===== config.mk =====
export PLATFORM = sky130hd
export DESIGN_NAME = conv1d_stream
export DESIGN_NICKNAME = d
export VERILOG_FILES = /design/src/rtl/conv1d_pkg.sv /design/src/rtl/conv1d_mac.sv /design/src/rtl/conv1d_stream.sv
export SDC_FILE = /design/constraint.sdc
export NUM_CORES = 2
export LEC_CHECK = 0
export CAP_MARGIN = 25
export CORE_ASPECT_RATIO = 0.75
export CORE_MARGIN = 2
export CORE_UTILIZATION = 55
export DETAILED_ROUTE_END_ITERATION = 8
export MAX_ROUTING_LAYER = met4
export PLACE_DENSITY = 0.71
export RECOVER_POWER = 50
export SYNTH_ARGS = -nofsm -noshare
export SYNTH_HDL_FRONTEND = slang
export SYNTH_SLANG_ARGS = --single-unit

===== constraint.sdc =====
create_clock -name clk -period 15.15 [get_ports clk]
set_input_delay 2.2725 -clock clk [delete_from_list [all_inputs] [get_ports clk]]
set_output_delay 2.2725 -clock clk [all_outputs]
set_load 0.01 [all_outputs]

===== src/rtl/conv1d_pkg.sv =====
// Shared types and arithmetic helpers for the streaming 1-D convolution.
package conv1d_pkg;

  typedef enum logic [1:0] {LOAD, COMPUTE, DRAIN} state_t;

  // Common width that carries any accumulator into the saturation helper.
  localparam int SAT_W = 64;

  function automatic int acc_width(input int t, input int m);
    return 2 * t + $clog2(m);
  endfunction

  function automatic logic signed [SAT_W-1:0] sat_t(input logic signed [SAT_W-1:0] acc,
                                                    input int t);
    logic signed [SAT_W-1:0] hi, lo;
    hi = (64'sd1 <<< (t - 1)) - 64'sd1;
    lo = -(64'sd1 <<< (t - 1));
    if (acc > hi)      return hi;
    else if (acc < lo) return lo;
    else               return acc;
  endfunction

endpackage


===== src/rtl/conv1d_mac.sv =====
// One MAC lane: registered product, then accumulator that clears at group start.
module conv1d_mac #(
  parameter int T     = 16,
  parameter int ACC_W = 35
) (
  input  logic                    clk,
  input  logic                    reset_n,
  input  logic                    clear,
  input  logic                    en,
  input  logic signed [T-1:0]     a,
  input  logic signed [T-1:0]     b,
  output logic signed [ACC_W-1:0] acc
);

  logic signed [2*T-1:0]   prod_q;
  logic                    vld_q;
  logic signed [ACC_W-1:0] acc_q;

  always_ff @(posedge clk or negedge reset_n) begin
    if (!reset_n) begin
      prod_q <= '0;
      vld_q  <= 1'b0;
      acc_q  <= '0;
    end else begin
      if (en) prod_q <= a * b;
      vld_q <= en;
      // clear wins: the first product of a group lands one cycle after it
      if (clear)      acc_q <= '0;
      else if (vld_q) acc_q <= acc_q + ACC_W'(prod_q);
    end
  end

  assign acc = acc_q;

endmodule


===== src/rtl/conv1d_stream.sv =====
// Streaming valid-mode 1-D convolution, P lanes serialised onto one output.
// Optional CONV1D_RELU_EN clamps negative saturated results to zero.
module conv1d_stream import conv1d_pkg::*; #(
  parameter int N = 64,
  parameter int M = 8,
  parameter int T = 16,
  parameter int P = 1
) (
  input  logic                clk,
  input  logic                reset_n,
  input  logic signed [T-1:0] s_data_in_x,
  input  logic                s_valid_x,
  output logic                s_ready_x,
  input  logic signed [T-1:0] s_data_in_f,
  input  logic                s_valid_f,
  output logic                s_ready_f,
  output logic signed [T-1:0] m_data_out_y,
  output logic                m_valid_y,
  input  logic                m_ready_y
);

  localparam int G     = (N - M + 1) / P;
  localparam int ACC_W = acc_width(T, M);
  localparam int XW    = $clog2(N + 1);
  localparam int FW    = $clog2(M + 1);
  localparam int XIW   = (N > 1) ? $clog2(N) : 1;
  localparam int FIW   = (M > 1) ? $clog2(M) : 1;
  localparam int CW    = $clog2(M + 2);
  localparam int GW    = (G > 1) ? $clog2(G) : 1;
  localparam int OW    = (P > 1) ? $clog2(P) : 1;

  if ((N - M + 1) % P != 0) begin : g_bad_p
    $error("conv1d_stream: P must divide N-M+1");
  end
  if (N < M) begin : g_bad_n
    $error("conv1d_stream: N must be >= M");
  end
  if (ACC_W > SAT_W) begin : g_bad_w
    $error("conv1d_stream: accumulator wider than saturation helper");
  end

  state_t          state_q, state_d;
  logic [XW-1:0]   xcnt_q, xcnt_d;
  logic [FW-1:0]   fcnt_q, fcnt_d;
  logic [CW-1:0]   ccnt_q, ccnt_d;
  logic [GW-1:0]   g_q, g_d;
  logic [OW-1:0]   ocnt_q, ocnt_d;
  logic            rdy_x_q, rdy_f_q;

  logic [T-1:0]    xmem [N];
  logic [T-1:0]    fmem [M];
  logic [P-1:0][T-1:0]     outbuf;
  logic [P-1:0][T-1:0]     lane_y;
  logic [P-1:0][ACC_W-1:0] lane_acc;

  logic            x_fire, f_fire, y_fire;
  logic            mac_clr, mac_en, latch;
  logic [FIW-1:0]  tap;

  assign x_fire  = rdy_x_q && s_valid_x;
  assign f_fire  = rdy_f_q && s_valid_f;
  assign y_fire  = (state_q == DRAIN) && m_ready_y;
  assign mac_clr = (state_q == COMPUTE) && (ccnt_q == '0);
  assign mac_en  = (state_q == COMPUTE) && (ccnt_q < CW'(M));
  assign latch   = (state_q == COMPUTE) && (ccnt_q == CW'(M + 1));
  // Tail cycles of COMPUTE park on tap 0 so lane addresses stay in range.
  assign tap     = (ccnt_q < CW'(M)) ? FIW'(ccnt_q) : '0;

  always_comb begin
    state_d = state_q;
    xcnt_d  = xcnt_q;
    fcnt_d  = fcnt_q;
    ccnt_d  = ccnt_q;
    g_d     = g_q;
    ocnt_d  = ocnt_q;
    unique case (state_q)
      LOAD: begin
        if (x_fire) xcnt_d = xcnt_q + 1'b1;
        if (f_fire) fcnt_d = fcnt_q + 1'b1;
        if (xcnt_q == XW'(N) && fcnt_q == FW'(M)) begin
          state_d = COMPUTE;
          g_d     = '0;
          ccnt_d  = '0;
        end
      end
      COMPUTE: begin
        if (latch) begin
          state_d = DRAIN;
          ocnt_d  = '0;
        end else begin
          ccnt_d  = ccnt_q + 1'b1;
        end
      end
      DRAIN: begin
        if (y_fire) begin
          if (ocnt_q == OW'(P - 1)) begin
            ocnt_d = '0;
            if (g_q == GW'(G - 1)) begin
              state_d = LOAD;
              xcnt_d  = '0;
              fcnt_d  = '0;
              g_d     = '0;
            end else begin
              state_d = COMPUTE;
              g_d     = g_q + 1'b1;
              ccnt_d  = '0;
            end
          end else begin
            ocnt_d = ocnt_q + 1'b1;
          end
        end
      end
      default: state_d = LOAD;
    endcase
  end

  always_ff @(posedge clk or negedge reset_n) begin
    if (!reset_n) begin
      state_q <= LOAD;
      xcnt_q  <= '0;
      fcnt_q  <= '0;
      ccnt_q  <= '0;
      g_q     <= '0;
      ocnt_q  <= '0;
      rdy_x_q <= 1'b0;
      rdy_f_q <= 1'b0;
      outbuf  <= '0;
    end else begin
      state_q <= state_d;
      xcnt_q  <= xcnt_d;
      fcnt_q  <= fcnt_d;
      ccnt_q  <= ccnt_d;
      g_q     <= g_d;
      ocnt_q  <= ocnt_d;
      // Ready is registered from next-state so it never follows valid.
      rdy_x_q <= (state_d == LOAD) && (xcnt_d != XW'(N));
      rdy_f_q <= (state_d == LOAD) && (fcnt_d != FW'(M));
      if (latch) outbuf <= lane_y;
    end
  end

  always_ff @(posedge clk) begin
    if (x_fire) xmem[xcnt_q[XIW-1:0]] <= s_data_in_x;
    if (f_fire) fmem[fcnt_q[FIW-1:0]] <= s_data_in_f;
  end

  for (genvar p = 0; p < P; p++) begin : g_lane
    logic [XIW-1:0]      xi;
    logic signed [T-1:0] y_sat;
    assign xi = XIW'(int'(g_q) * P + p + int'(tap));
    conv1d_mac #(.T(T), .ACC_W(ACC_W)) u_mac (
      .clk     (clk),
      .reset_n (reset_n),
      .clear   (mac_clr),
      .en      (mac_en),
      .a       (xmem[xi]),
      .b       (fmem[tap]),
      .acc     (lane_acc[p])
    );
    assign y_sat = T'(sat_t(SAT_W'(signed'(lane_acc[p])), T));
`ifdef CONV1D_RELU_EN
    assign lane_y[p] = lane_acc[p][ACC_W-1] ? '0 : y_sat;
`else
    assign lane_y[p] = y_sat;
`endif
  end

  if (P == 1) begin : g_out1
    assign m_data_out_y = outbuf[0];
  end else begin : g_outp
    assign m_data_out_y = outbuf[ocnt_q];
  end

  assign m_valid_y = (state_q == DRAIN);
  assign s_ready_x = rdy_x_q;
  assign s_ready_f = rdy_f_q;

endmodule


==> qor.csv <==
stage,metric,value,unit
run_status,status,"complete, but fails checks",
run_status,failed_checks,"capacitance limit, slew limit",
global_route,gr-total-overflow,0,
sta,rsz0062_at_grt,no,
placed_design,dp.cells,5180,
finish,final_cells,5405,
finish,multi_input_area,21310,µm²
clocking,ctsHoldBuffers,0,
detailed_routing,wl_met2,62.41,mm
detailed_routing,viasPerCell,6.082,
detailed_routing,wirelength,141.2,mm
synth,ys_types,71,
finish,final_util,61.48,%
global_route,track_usage,26.55,%
detailed_routing,wl_met1,61.78,mm
detailed_routing,drtIter0Drc,3882,
run,cap_violations,20,
clocking,clkLatencyLatePin,0.76,ns
critical_path,start_kind,flop,
die,fp.coreArea,109000,µm²
sta,setup_viol_count_final,0,
synth,yosysWarningCount,0,
sta,post-route-period-util,78.13,%
critical_path,max_stage_delay,1.01,ns
global_route,grt_antenna_before_repair,3,
synth,async_flop_share,8.644,%
finish,layout.nets,4290,
global_route,grt_first_pass_wirelength,212.9,mm
detailed_routing,drcViolationCount,0,
detailed_routing,dr.pass1.iters,6,
finish,area_growth,11.19,%
synth,synth_area_leaders,"edfxtp_1 57%, mux4_2 13%, fa_1 8.8%, dfrtp_1 4.5%, ha_1 2.7%",
hold_path,hp-class,reg2reg,
sta,hold_viol,0,
synth,synth_common_cells,"1152 x edfxtp_1, 341 x mux4_2, 311 x nor2_1, 310 x inv_1, 264 x fa_1",
sta,fmax,84.48,MHz
synth,yosysTopAreaCell,edfxtp_1,
synth,synth-edff-count,1152,
detailed_routing,wl_per_cell,26.12,µm
die,start_util,55.29,%
critical_path,crit_path_top_delay_cell,clkbuf_1,
critical_path,worst_ep_arrival_time,12.35,ns
sta,finClkSkew,0.04130,ns
die,fp.dieH,290.7,µm
finish,fillerInstances,7826,
sta,setup_tns,0,ns
critical_path,critical_path_class,reg2reg,
detailed_routing,routed.top_layer,met4,
synth,synthesis.nets,4128,
finish,drive_above_1_share,18.62,%
sta,drv_slew,952,
placed_design,place.detailed.hpwl,88.67,mm
finish,ff_latch_area,37320,µm²
synth,yosys.area.top_type_share,57.37,%
global_route,grt_pass1_vias,32660,
sta,whs,0.4803,ns
clocking,cts_resized,0,
detailed_routing,antenna_left,0,
synth,synth-seq-cells,1261,
clocking,cts_sinks,1261,
die,die_area,112300,µm²
clocking,htreeDepth,3,
critical_path,cp_common_cell,fa_1,
critical_path,cp_data_required_time,15.66,ns
synth,synth_flop_cell,edfxtp_1,
synth,ys_seq_area_share,61.90,%
clocking,cts_tree,built,
die,rows,105,
detailed_routing,routed-wl-met3,14.51,mm
clocking,cts_buffers,115,
sta,finalCriticalPeriod,11.84,ns
sta,slew_headroom,-152.5,%
clocking,cts_buffer_depth,3,
die,die_w,386.3,µm
global_route,grt_max_degree,101,
placed_design,gp_congestion,0.8887,
placed_design,portBuffers,55,
synth,syn_area_per_cell,16.30,µm²
critical_path,critPathCaptureType,flop,
die,ioPinCount,56,
synth,netlist_area,60290,µm²
synth,synth_most_common_cell,edfxtp_1,
sta,worst_pin_slew,3.787,ns
clocking,cts_setup_buffers,0,
clocking,root_buffer,clkbuf_16,
detailed_routing,vias,32870,
clocking,clkSlewWorstSetupHoldPaths,0.07,ns
critical_path,path_max_fanout,31,
synth,synthCells,3699,
layout make-up:
type                       instances  share of cell area (%)
multi-input combinational       1969                   31.79
sequential                      1261                   55.67
tap                             1444                   2.695
antenna                            2                0.007466
clock inverter                    86                   1.329
inverter                         316                   1.769
clock buffer                     129                   4.371
timing repair buffer             198                   2.370
cell families after synthesis:
logic type	after synthesis	synth area share [%]
buffers and inverters	469	3.171
XOR/XNOR	64	0.9546
AND/OR/NAND/NOR	811	6.057
multiplexers	371	13.24
AO/OA/AOI/OAI	331	3.260
flip-flops	1261	61.90
adder cells (fa/ha/maj)	392	11.42
cell usage in the layout (no fill, tap or decap), types with 35 or more instances in the layout:
master	count
edfxtp_1	1152
mux4_2	341
inv_1	310
fa_1	263
nor2_1	249
nand2_1	248
ha_1	127
clkbuf_16	115
buf_4	111
dfrtp_1	109
o21ai_0	107
a21oi_1	89
nor2_2	63
clkbuf_1	50
nand2b_1	44
xnor2_1	39
nor2b_1	38
nand3_1	38
clkinv_1	35
per-stage QoR:
stage | worst slack [ns] | instance area [µm²]
global placement | 4.237 | 63010
finish | 3.313 | 67040
floorplan | 5.931 | 60290
CTS | 4.060 | 67190
detailed placement | 4.089 | 63360
global route | 2.537 | 67040
worst max-delay path, delay by kind of cell, from the launching register on:
| kind | cells | cell delay [ns] |
|---|---|---|
| AND/OR/NAND/NOR | 4 | 0.69 |
| adder cells (fa/ha/maj) | 8 | 3.68 |
| buffers and inverters | 7 | 2.69 |
| AO/OA/AOI/OAI | 9 | 2.79 |
| XOR/XNOR | 2 | 0.68 |
| multiplexers | 1 | 0.67 |
| flip-flops | 1 | 0.32 |
registers in the layout, summed over array words and instances (netlist names), 2 cells and up:
name	count
fmem	128
g_lane.u_mac.prod_q	32
ccnt_q	4
xmem	1024
state_q	2
m_data_out_y	16
g_q	6
fcnt_q	4
xcnt_q	7
g_lane.u_mac.acc	35
layer usage:
| metal | vias up | GRT usage, % |
|---|---|---|
| li1 | 14070 | - |
| met1 | 17060 | 41.37 |
| met2 | 1559 | 36.75 |
| met3 | 184 | 5.512 |
| met4 | 0 | 5.048 |
| met5 | - | - |
path summary, 6_finish.rpt:
path | slack (ns) | endpoint | depth (start not counted) | startpoint
worst min-delay path | 0.48 | m_data_out_y[9] | 2 | m_data_out_y[9]
max in group asynchronous | 8.13 | xcnt_q[6] | 3 | reset_n
worst max register to register | 3.31 | g_lane[0].u_mac.prod_q[31] | 31 | ccnt_q[2]
min in group asynchronous | 2.21 | m_data_out_y[3] | 1 | reset_n
worst min register to register | 0.48 | m_data_out_y[9] | 2 | m_data_out_y[9]
worst max-delay path | 3.31 | g_lane[0].u_mac.prod_q[31] | 31 | ccnt_q[2]
Power is not shown: default switching activity piles up to over one toggle a cycle in this logic, so the estimate is an artifact.
